--- config.mk ---
export PLATFORM = sky130hd
export DESIGN_NAME = dm_port_arbiter
export DESIGN_NICKNAME = d
export VERILOG_FILES = /design/src/rtl/dm_port_arbiter.sv
export SDC_FILE = /design/constraint.sdc
export NUM_CORES = 1
export LEC_CHECK = 0
export CORE_AREA = 4 4 142 144
export CTS_BUF_LIST = sky130_fd_sc_hd__clkbuf_16
export DETAILED_ROUTE_END_ITERATION = 10
export DIE_AREA = 0 0 146 148
export GPL_ROUTABILITY_DRIVEN = 1
export PLACE_DENSITY = 0.57
export SYNTH_ARGS = -nofsm -noshare
export SYNTH_HDL_FRONTEND = slang
export SYNTH_SLANG_ARGS = --single-unit
--- constraint.sdc ---
create_clock -name clk -period 1 [get_ports clk]
set_input_delay 0.1 -clock clk [delete_from_list [all_inputs] [get_ports clk]]
set_output_delay 0.1 -clock clk [all_outputs]
set_load 0.02 [all_outputs]
--- src/rtl/dm_port_arbiter.sv ---
// Shares the M-stage data memory port with an external requester.
// DM_PORT_ARB_STARVE_EN enables the starvation counter.
module dm_port_arbiter #(
    parameter int unsigned MAX_WAIT = 4,
    parameter logic [31:0] DM_BYTES = 32'h3000,
    parameter logic [31:0] EXT_PC   = 32'h0000_0000
) (
    input  logic        clk,
    input  logic        reset,
    input  logic        m_req,
    input  logic        m_we,
    input  logic [31:0] m_addr,
    input  logic [31:0] m_wdata,
    input  logic [2:0]  m_type,
    input  logic [31:0] m_pc,
    output logic [31:0] m_rdata,
    output logic        m_stall,
    input  logic        ext_req,
    input  logic        ext_we,
    input  logic [31:0] ext_addr,
    input  logic [31:0] ext_wdata,
    input  logic [2:0]  ext_type,
    output logic        ext_gnt,
    output logic        ext_rvalid,
    output logic [31:0] ext_rdata,
    output logic        ext_err,
    output logic        dm_we,
    output logic [31:0] dm_addr,
    output logic [31:0] dm_wd,
    output logic [2:0]  dm_type,
    output logic [31:0] dm_pc,
    input  logic [31:0] dm_rd
);

    logic starve;
    logic ext_own;
    logic m_own;
    logic ext_oor;

    if (MAX_WAIT == 0 || MAX_WAIT > 15) begin : g_bad_max_wait
        $error("MAX_WAIT must be in 1..15");
    end

    assign ext_oor = (ext_addr >= DM_BYTES);
    assign ext_own = ext_req & (~m_req | starve);
    assign m_own   = m_req & ~ext_own;

`ifdef DM_PORT_ARB_STARVE_EN
    logic [3:0] wait_cnt;

    assign starve = (wait_cnt == 4'(MAX_WAIT));

    always_ff @(posedge clk or posedge reset) begin
        if (reset) begin
            wait_cnt <= 4'd0;
        end else if (!ext_req || ext_own) begin
            wait_cnt <= 4'd0;
        end else if (!starve) begin
            wait_cnt <= wait_cnt + 4'd1;
        end
    end
`else
    assign starve = 1'b0;
`endif

    assign ext_gnt = ext_own;
    assign m_stall = m_req & ext_own;
    assign m_rdata = dm_rd;

    // M stage stays on the bus when idle; only the write enable is gated
    always_comb begin
        dm_we   = 1'b0;
        dm_addr = m_addr;
        dm_wd   = m_wdata;
        dm_type = m_type;
        dm_pc   = m_pc;
        if (ext_own) begin
            dm_we   = ext_we & ~ext_oor;
            dm_addr = ext_addr;
            dm_wd   = ext_wdata;
            dm_type = ext_type;
            dm_pc   = EXT_PC;
        end else if (m_own) begin
            dm_we = m_we;
        end
    end

    always_ff @(posedge clk or posedge reset) begin
        if (reset) begin
            ext_rvalid <= 1'b0;
            ext_rdata  <= 32'd0;
            ext_err    <= 1'b0;
        end else if (ext_own) begin
            ext_rvalid <= 1'b1;
            ext_rdata  <= (ext_we || ext_oor) ? 32'd0 : dm_rd;
            ext_err    <= ext_oor;
        end else begin
            ext_rvalid <= 1'b0;
        end
    end

endmodule

======== Word-level counts from Yosys, hierarchy flattened ========
Index checks and enable logic that the tools add are counted.
storage, ports and cells
  register bits ........................... 34
  input port bits ......................... 204
  output and inout port bits .............. 168
  word-level logic and storage cells ...... 20
cells by class
  magnitude comparators ................... 1
  muxes and demuxes ....................... 8
  bitwise logic cells ..................... 7
  reduce and logical (&&, ||, !) cells .... 1
operators with widths
  cell                                                    count
  2-to-1 mux 32 bit                                       4
  >= comparator 32 x 14 -> 1 bit (second input constant)  1
  AND 1 bit                                               4
  2-to-1 mux 1 bit                                        3
  2-to-1 mux 3 bit                                        1
  inverter 1 bit                                          3
  logical OR 1 bit                                        1

======== Depth between registers and ports, before layout ========
  depth in word-level cells ............... 6
  mapped depth ............................ 7
  gate-level depth less buffers ........... 4

======== Worst setup path before layout ========
OpenSTA, ideal clock, no wires.
  path kind ............................... input port to output port
  from .................................... input m_req
  to ...................................... output dm_we
  data arrival time ....................... 1180 ps
  data required time ...................... 900 ps
  slack ................................... -280 ps
  cell stages on the path ................. 6
  path buffers ............................ 2
  cells stage by stage .................... nand2b_1 > buf_2 > inv_2 > nand4_4 > buf_6 > o31ai_2
on the way
  word-level cells in the longest chain between the ends .. 6
RTL lines
  element               line  text
  start: declaration    10    input logic m_req,
  inverter 1 bit        45    assign ext_own = ext_req & (~m_req | starve);
  AND 1 bit             45
  inverter 1 bit        46    assign m_own = m_req & ~ext_own;
  AND 1 bit             46
  2-to-1 mux 1 bit      83    end else if (m_own) begin
  2-to-1 mux 1 bit (*)  77    if (ext_own) begin
  end: declaration      27    output logic dm_we,
Mark *: on every way between the ends. The rest lies on a longest branch, timed or not.

======== Worst setup path in the final report ========
  from .................................... input m_req
  to ...................................... output dm_addr[16]
on the way
  word-level cells in the longest chain between the ends .. 3
RTL lines
  element            line  text
  inverter 1 bit     45
  AND 1 bit          45
  2-to-1 mux 32 bit  77
  end: declaration   28    output logic [31:0] dm_addr,
No other way between the ends.

==> summary.md <==
| Metric | Value |
|---|---|
| Status | complete, but fails checks |
| Failing checks | setup timing |
| Switch share | 0.341 |
| Worst setup margin | -217 ps |
| CP Capture Point | dm_addr[16] |
| Critical path arrival | ~1100 ps |
| Die H | ~150 µm |
| Vias in the first global route | 4,471 |
| Crit start category | input pin |
| Final Hold Slack | about 180 ps |
| Die area | 21,600 µm² |
| First-pass iteration count of the detailed router | 4 |
| # rows | 50 |
| Placer Congestion | around 0.83 |
| Req. time, crit path | 900 ps |
| Reg2Reg Depth | 3 |
| Synth cell count leaders | 267 x nand2_1, 34 x dfrtp_1, 33 x buf_4 |
| CTS max path bufs | 2 |
| Clock buffer count from CTS | 5 |
| Crit. Startpoint | m_req |
| Final nets | ~1,000 |
| Initial Util | 0.159 |
| Worst path cell trace | buf_8 -> nand2b_4 -> buf_12 -> buf_12 -> buf_12 -> nand2_4 -> nand2_4 -> buf_6 |
| CP max stage delay | around 240 ps |
| Clock period minus worst slack | 1220 ps |
| Combinational share of power | 0.566 |
| Share of layout cells above drive strength 1 | 0.613 |
| Synthesis-stage register bit count | 34 |
| Grt total ovfl | 0 |
| Synth top area cells | nand2_1 34%, dfrtp_1 29%, o31ai_2 12%, buf_4 8.3%, and2_1 6.7% |
| Final Instance Area | 8770 µm² |
| Core region area | 18,700 µm² |
| Register area share after synthesis | 0.286 |
| Mapped Cells | 442 |
| DR iter-0 viols | 160 |
| Peak supply drop | around 0.54 mV |
| Cells after DPL | around 1,000 |
| DP HPWL | 14,300 µm |
| Final setup vio count | around 130 |
| Switch Pwr | 2.25 mW |
| PwrDens | roughly 750 nW/µm² |
| Leading area contributor after synthesis | nand2_1 |
| Layout Cells excl Fill | about 1,100 |
| Slew Limit Fails | 0 |
| Worst Setup Path Type | input pin to output pin |
| Routed vias/inst | 4.15 |
| Total leakage power | ~4.3 nW |
| Critical register-to-register path startpoint | ext_rdata[29]$_DFFE_PP0P_ |
| Reg2reg setup slack | approximately 260 ps |
| Final Hold Fails | 0 |
| Routed wire length | between 20,000 and 25,000 µm |
| Port Buffers | 370 |
| Antenna diodes | 0 |
| Via count | 4,465 |
| Post-synth top area share | 0.337 |
| Die Wd | roughly 150 µm |
| Drc violations | 0 |
| Area grow syn2layout | 195% |
| Final worst path period share | 1.22 |
| # IOs | 372 |
| First-pass GRT wire length | 28,400 µm |
| RSZ-0062 raised after global routing | yes |
| CTS HTree Levels | 2 |
| Setup Skew | 0 ps |
| Synth warn | 0 |
| Number of synthesized flops with an enable pin | 0 |
| Flop pwr share | 0.209 |
| Reg2reg end | ext_rdata[29]$_DFFE_PP0P_ |
| CTS sink cnt | 34 |
| DP Area | between 7000 and 8000 µm² |
| Most frequent CP cell | buf_12 |
| CTS Root Cell | clkbuf_16 |
| Max Freq | 0.822 GHz |
| Top_reg_cell synth | dfrtp_1 |
| HP Class | input pin to asynchronous set/reset pin |
| Distinct cells, synth | 18 |
| Post-Syn Area | between 2000 and 3000 µm² |
| CTS tree | done |
| Max Cap Viol | 0 |
| Clk pin slew, worst setup/hold paths | roughly 60 ps |
| Routed Antenna Nets | 0 |
| Internal power | roughly 4.4 mW |
| Post-Syn Nets | 646 |
| Clock share of power | 0.225 |
| Worst skew pair latency | ~270 ps |
| Ys async rst share | 1.00 |
| Avg Cell Area, Syn | between 6 and 7 µm² |
| Crit-path slowest cell | nand2b_4 |
| Antenna violations before repair | 1 |
| GRT Overall Usage | 0.169 |
| Largest net degree at the start of global routing | 35 |
| Worst Path Max Fanout | 6 |
| Crit path capture type | output pin |
| Most frequent cell after synthesis | nand2_1 |
| Post-DR wirelength/cell | about 19 µm |
| Setup WS pre-CTS | -1240 ps |
-- power by group through the flow --
stage | clock network (mW) | registers, mW | logic, mW
after CTS | 1.55 | 1.38 | 3.52
after floorplan | 0 | 1.41 | 1.17
after detailed placement | 0 | 1.40 | 2.93
after global placement | 0 | 1.40 | 2.93
final | 1.49 | 1.38 | 3.74
after global routing | 1.60 | 1.38 | 3.94
-- cell usage in the layout (no fill, tap or decap), types with 2 or more instances in the layout --
cell type | synthesis | layout
o31ai_2 | 29 | 22
dfrtp_1 | 34 | 34
nand2_2 | 0 | 97
clkdlybuf4s15_2 | 0 | 3
nand2_4 | 0 | 71
buf_2 | 13 | 19
buf_6 | 3 | 111
nor4_4 | 2 | 4
clkbuf_16 | 0 | 10
o31ai_4 | 0 | 9
buf_4 | 33 | 44
nand2_1 | 267 | 99
buf_8 | 0 | 5
o31ai_1 | 4 | 2
clkbuf_2 | 0 | 52
buf_12 | 0 | 15
and2_4 | 0 | 31
inv_1 | 2 | 2
buf_16 | 0 | 15
clkdlybuf4s50_1 | 0 | 181
nand2b_4 | 0 | 2
clkdlybuf4s15_1 | 0 | 5
-- worst min path at each step --
| stage | slack (ps) | from | to | cells past startpoint |
|---|---|---|---|---|
| 6_report | 180 | reset | ext_rdata[17]$_DFFE_PP0P_ | 3 |
| 3_5_place_dp | 470 | ext_rdata[6]$_DFFE_PP0P_ | ext_rdata[6]$_DFFE_PP0P_ | 2 |
| 3_3_place_gp | 460 | ext_rdata[3]$_DFFE_PP0P_ | ext_rdata[3]$_DFFE_PP0P_ | 2 |
| 4_1_cts | 180 | reset | ext_rdata[17]$_DFFE_PP0P_ | 3 |
| 5_1_grt | 200 | reset | ext_rdata[17]$_DFFE_PP0P_ | 3 |
| 2_1_floorplan | 240 | reset | ext_err$_DFFE_PP0P_ | 1 |
-- state kept, by name, summed over array words and instances, names as in the netlist --
signal and cells:
ext_err 1, ext_rvalid 1, ext_rdata 32
-- what timing repair did --
action | 4_1_cts | 5_1_grt
hold buffers | 0 | 0
cloned | 18 | 7
resized for setup | 897 | 260
setup endpoints to repair | 197 | 184
setup buffers | 14 | 8
pin swaps | 61 | 70
-- routing by layer --
metal | global-route usage | up-vias | wire length, µm
met2 | 0.303 | 193 | 10800
met1 | 0.206 | 2065 | 7890
met4 | 0.0409 | 2 | 407
met3 | 0.0380 | 26 | 1300
met5 | 0 | - | 20
li1 | - | 2179 | -
-- cells by family after synthesis --
| family | count (synthesis) | synth area share |
|---|---|---|
| buffers and inverters | 67 | 0.139 |
| AND/OR/NAND/NOR | 305 | 0.432 |
| other | 1 | 0.00126 |
| AO/OA/AOI/OAI | 35 | 0.142 |
| flip-flops | 34 | 0.286 |
-- critical path, delay by kind of cell --
kind	cells	cell delay [ps]
buffers and inverters	5	670
and+or+nand+nor	3	340
-- layout make-up --
cell class	instances	area (µm²)
Fill cell	1772	9930
Clock inverter	2	11.3
Inverter	3	23.8
Multi-Input combinational cell	342	2700
Sequential cell	34	851
Clock buffer	5	125
Tap cell	234	293
Timing Repair Buffer	456	4760
Timing Repair inverter	1	8.76
-- through the flow --
stage	util	power, mW	TNS, ps
floorplan	-	2.58	-1630
global placement	0.383	4.34	-139160
detailed placement	0.383	4.33	-139300
CTS	0.445	6.45	-21100
global route	0.469	6.92	-24610
finish	0.469	6.61	-18110
(Power assumes the default switching activity.)
==> RTL change: new RTL, same settings <==
Add a define of `DM_PORT_ARB_STARVE_EN`.
--- a/src/rtl/dm_port_arbiter.sv
+++ b/src/rtl/dm_port_arbiter.sv
@@ -1,5 +1,7 @@
 // Shares the M-stage data memory port with an external requester.
 // DM_PORT_ARB_STARVE_EN enables the starvation counter.
+`define DM_PORT_ARB_STARVE_EN
+
 module dm_port_arbiter #(
     parameter int unsigned MAX_WAIT = 4,
     parameter logic [31:0] DM_BYTES = 32'h3000,
Function: changed (Yosys sat finds a counterexample within 10 cycles, from zero or initial values and one cycle with reset high).
==> RTL change against the unedited design <==
The flow still finishes with violations (negative setup slack); synthesized area is 14% higher; global-route usage is 0.54 points higher; register-to-register slack worse by 0.96 ns; worst setup slack worse by 1.0 ns; hold slack worse by 0.011 ns; die area stayed put; final area is 5.6% lower; critical endpoint is now dm_wd[11]; wire length is 0.63% higher; power is 1.5% higher; highest routed layer unchanged; sequential cell count is 4 higher.
==> RTL change: results (changes against the unedited design) <==
VDD IR max -> 0.8129 mV (+49%)
clk tree area frac -> 0.02340 (+0.007861)
Clock power frac -> 0.313 (+0.088)
worst setup path end -> dm_wd[11]
Routed WL per cell -> 21.31 um (+13%)
Final Non-Filler Cells -> 962 (-11%)
CP peak stage delay -> 0.37 ns (+0.13 ns)
Fin Clk Skew -> 0.006368 ns (+0.006368 ns)
met1 usage -> 0.2254 (+0.01954)
first-pass GRT wire length -> 29050 um (+2.3%)
HPWL Detailed -> 15670 um (+9.3%)
Sw Pwr -> 0.001917 W (-15%)
R2R depth -> 8 (+5)
Fin Setup TNS -> -130.42 ns (-112.31 ns)
r2r startpoint -> wait_cnt[0]
setup ws final -> -1.219 ns (-1.002 ns)
detailed-route via count -> 4228 (-5.3%)
outcome -> complete, but fails checks
failing checks -> negative setup slack
Largest regs -> ext_rdata (32), wait_cnt (4)
Non-clk invs -> 5 (+1)
synth unique cells -> 30 (+12)
DP Area -> 7587 sq um (+6.0%)
Post-synth top cells -> mux2_2 (57), buf_4 (38), dfrtp_1 (38), nand3_1 (35), nand3b_1 (33)
layout cells sized above 1 -> 0.5083 (-0.1050)
Met3 Wirelength -> 1348 um (+4.1%)
synthesized net count -> 536 (-17%)
Clock Sinks -> 38 (+12%)
Reg power frac -> 0.230 (+0.021)
number of non-clock buffers -> 453 (-0.66%)
global-route usage over all layers -> 0.1744 (+0.005358)
Fillers -> 1763 (-0.51%)
Avg Synthesized Cell Area -> 10.25 sq um (+52%)
critical path class -> reg2out
met1 wire length -> 8526 um (+8.0%)
r2r endpoint -> ext_rdata[16]
PnR Total Power -> 0.006710 W (+1.5%)
buffer share of cell area -> 0.5282 (-0.01412)
final setup fails -> 140 (+6.9%)
I/O Buffers -> 371 (+0.27%)
initial antenna violation count -> 3 (+2)
Ant. Diodes -> 2 (+2)
sequential element share of the synthesized area -> 0.2812 (-0.004786)
vias in the first global route -> 4479 (+0.18%)
comb_multi_in -> 222 (-35%)
==> RTL change: cell count changes after synthesis, sizes merged, moves of 2 or more <==
cell and change:
and2 -32, and3 +32, buf +5, clkbuf -4, dfrtp +4, ha +2, inv +2, mux2 +67
nand2 -265, nand3 +35, nand3b +33, nor2 +5
==> RTL change: what timing repair did <==
item	4_1_cts	5_1_grt
setup endpoints to repair	205	161
gates cloned	9	0
gates resized for setup	521	170
pin swaps	27	10
buffers inserted	12	6
==> RTL change: cells by family after synthesis <==
logic type | after synthesis | share of synthesized area
simple gates | 115 | 0.2216
buf+inv | 70 | 0.1336
mux | 67 | 0.2231
flops | 38 | 0.2812
compound gates | 36 | 0.1280
xor+xnor | 2 | 0.005180
fa+ha+maj | 2 | 0.007398
==> RTL change: critical path, delay by kind of cell, from the launching register on <==
| family | cells | cell delay, ns |
|---|---|---|
| adders and majority gates | 1 | 0.18 |
| buffers and inverters | 5 | 0.57 |
| and+or+nand+nor | 2 | 0.40 |
| muxes | 1 | 0.30 |
| DFF | 1 | 0.37 |
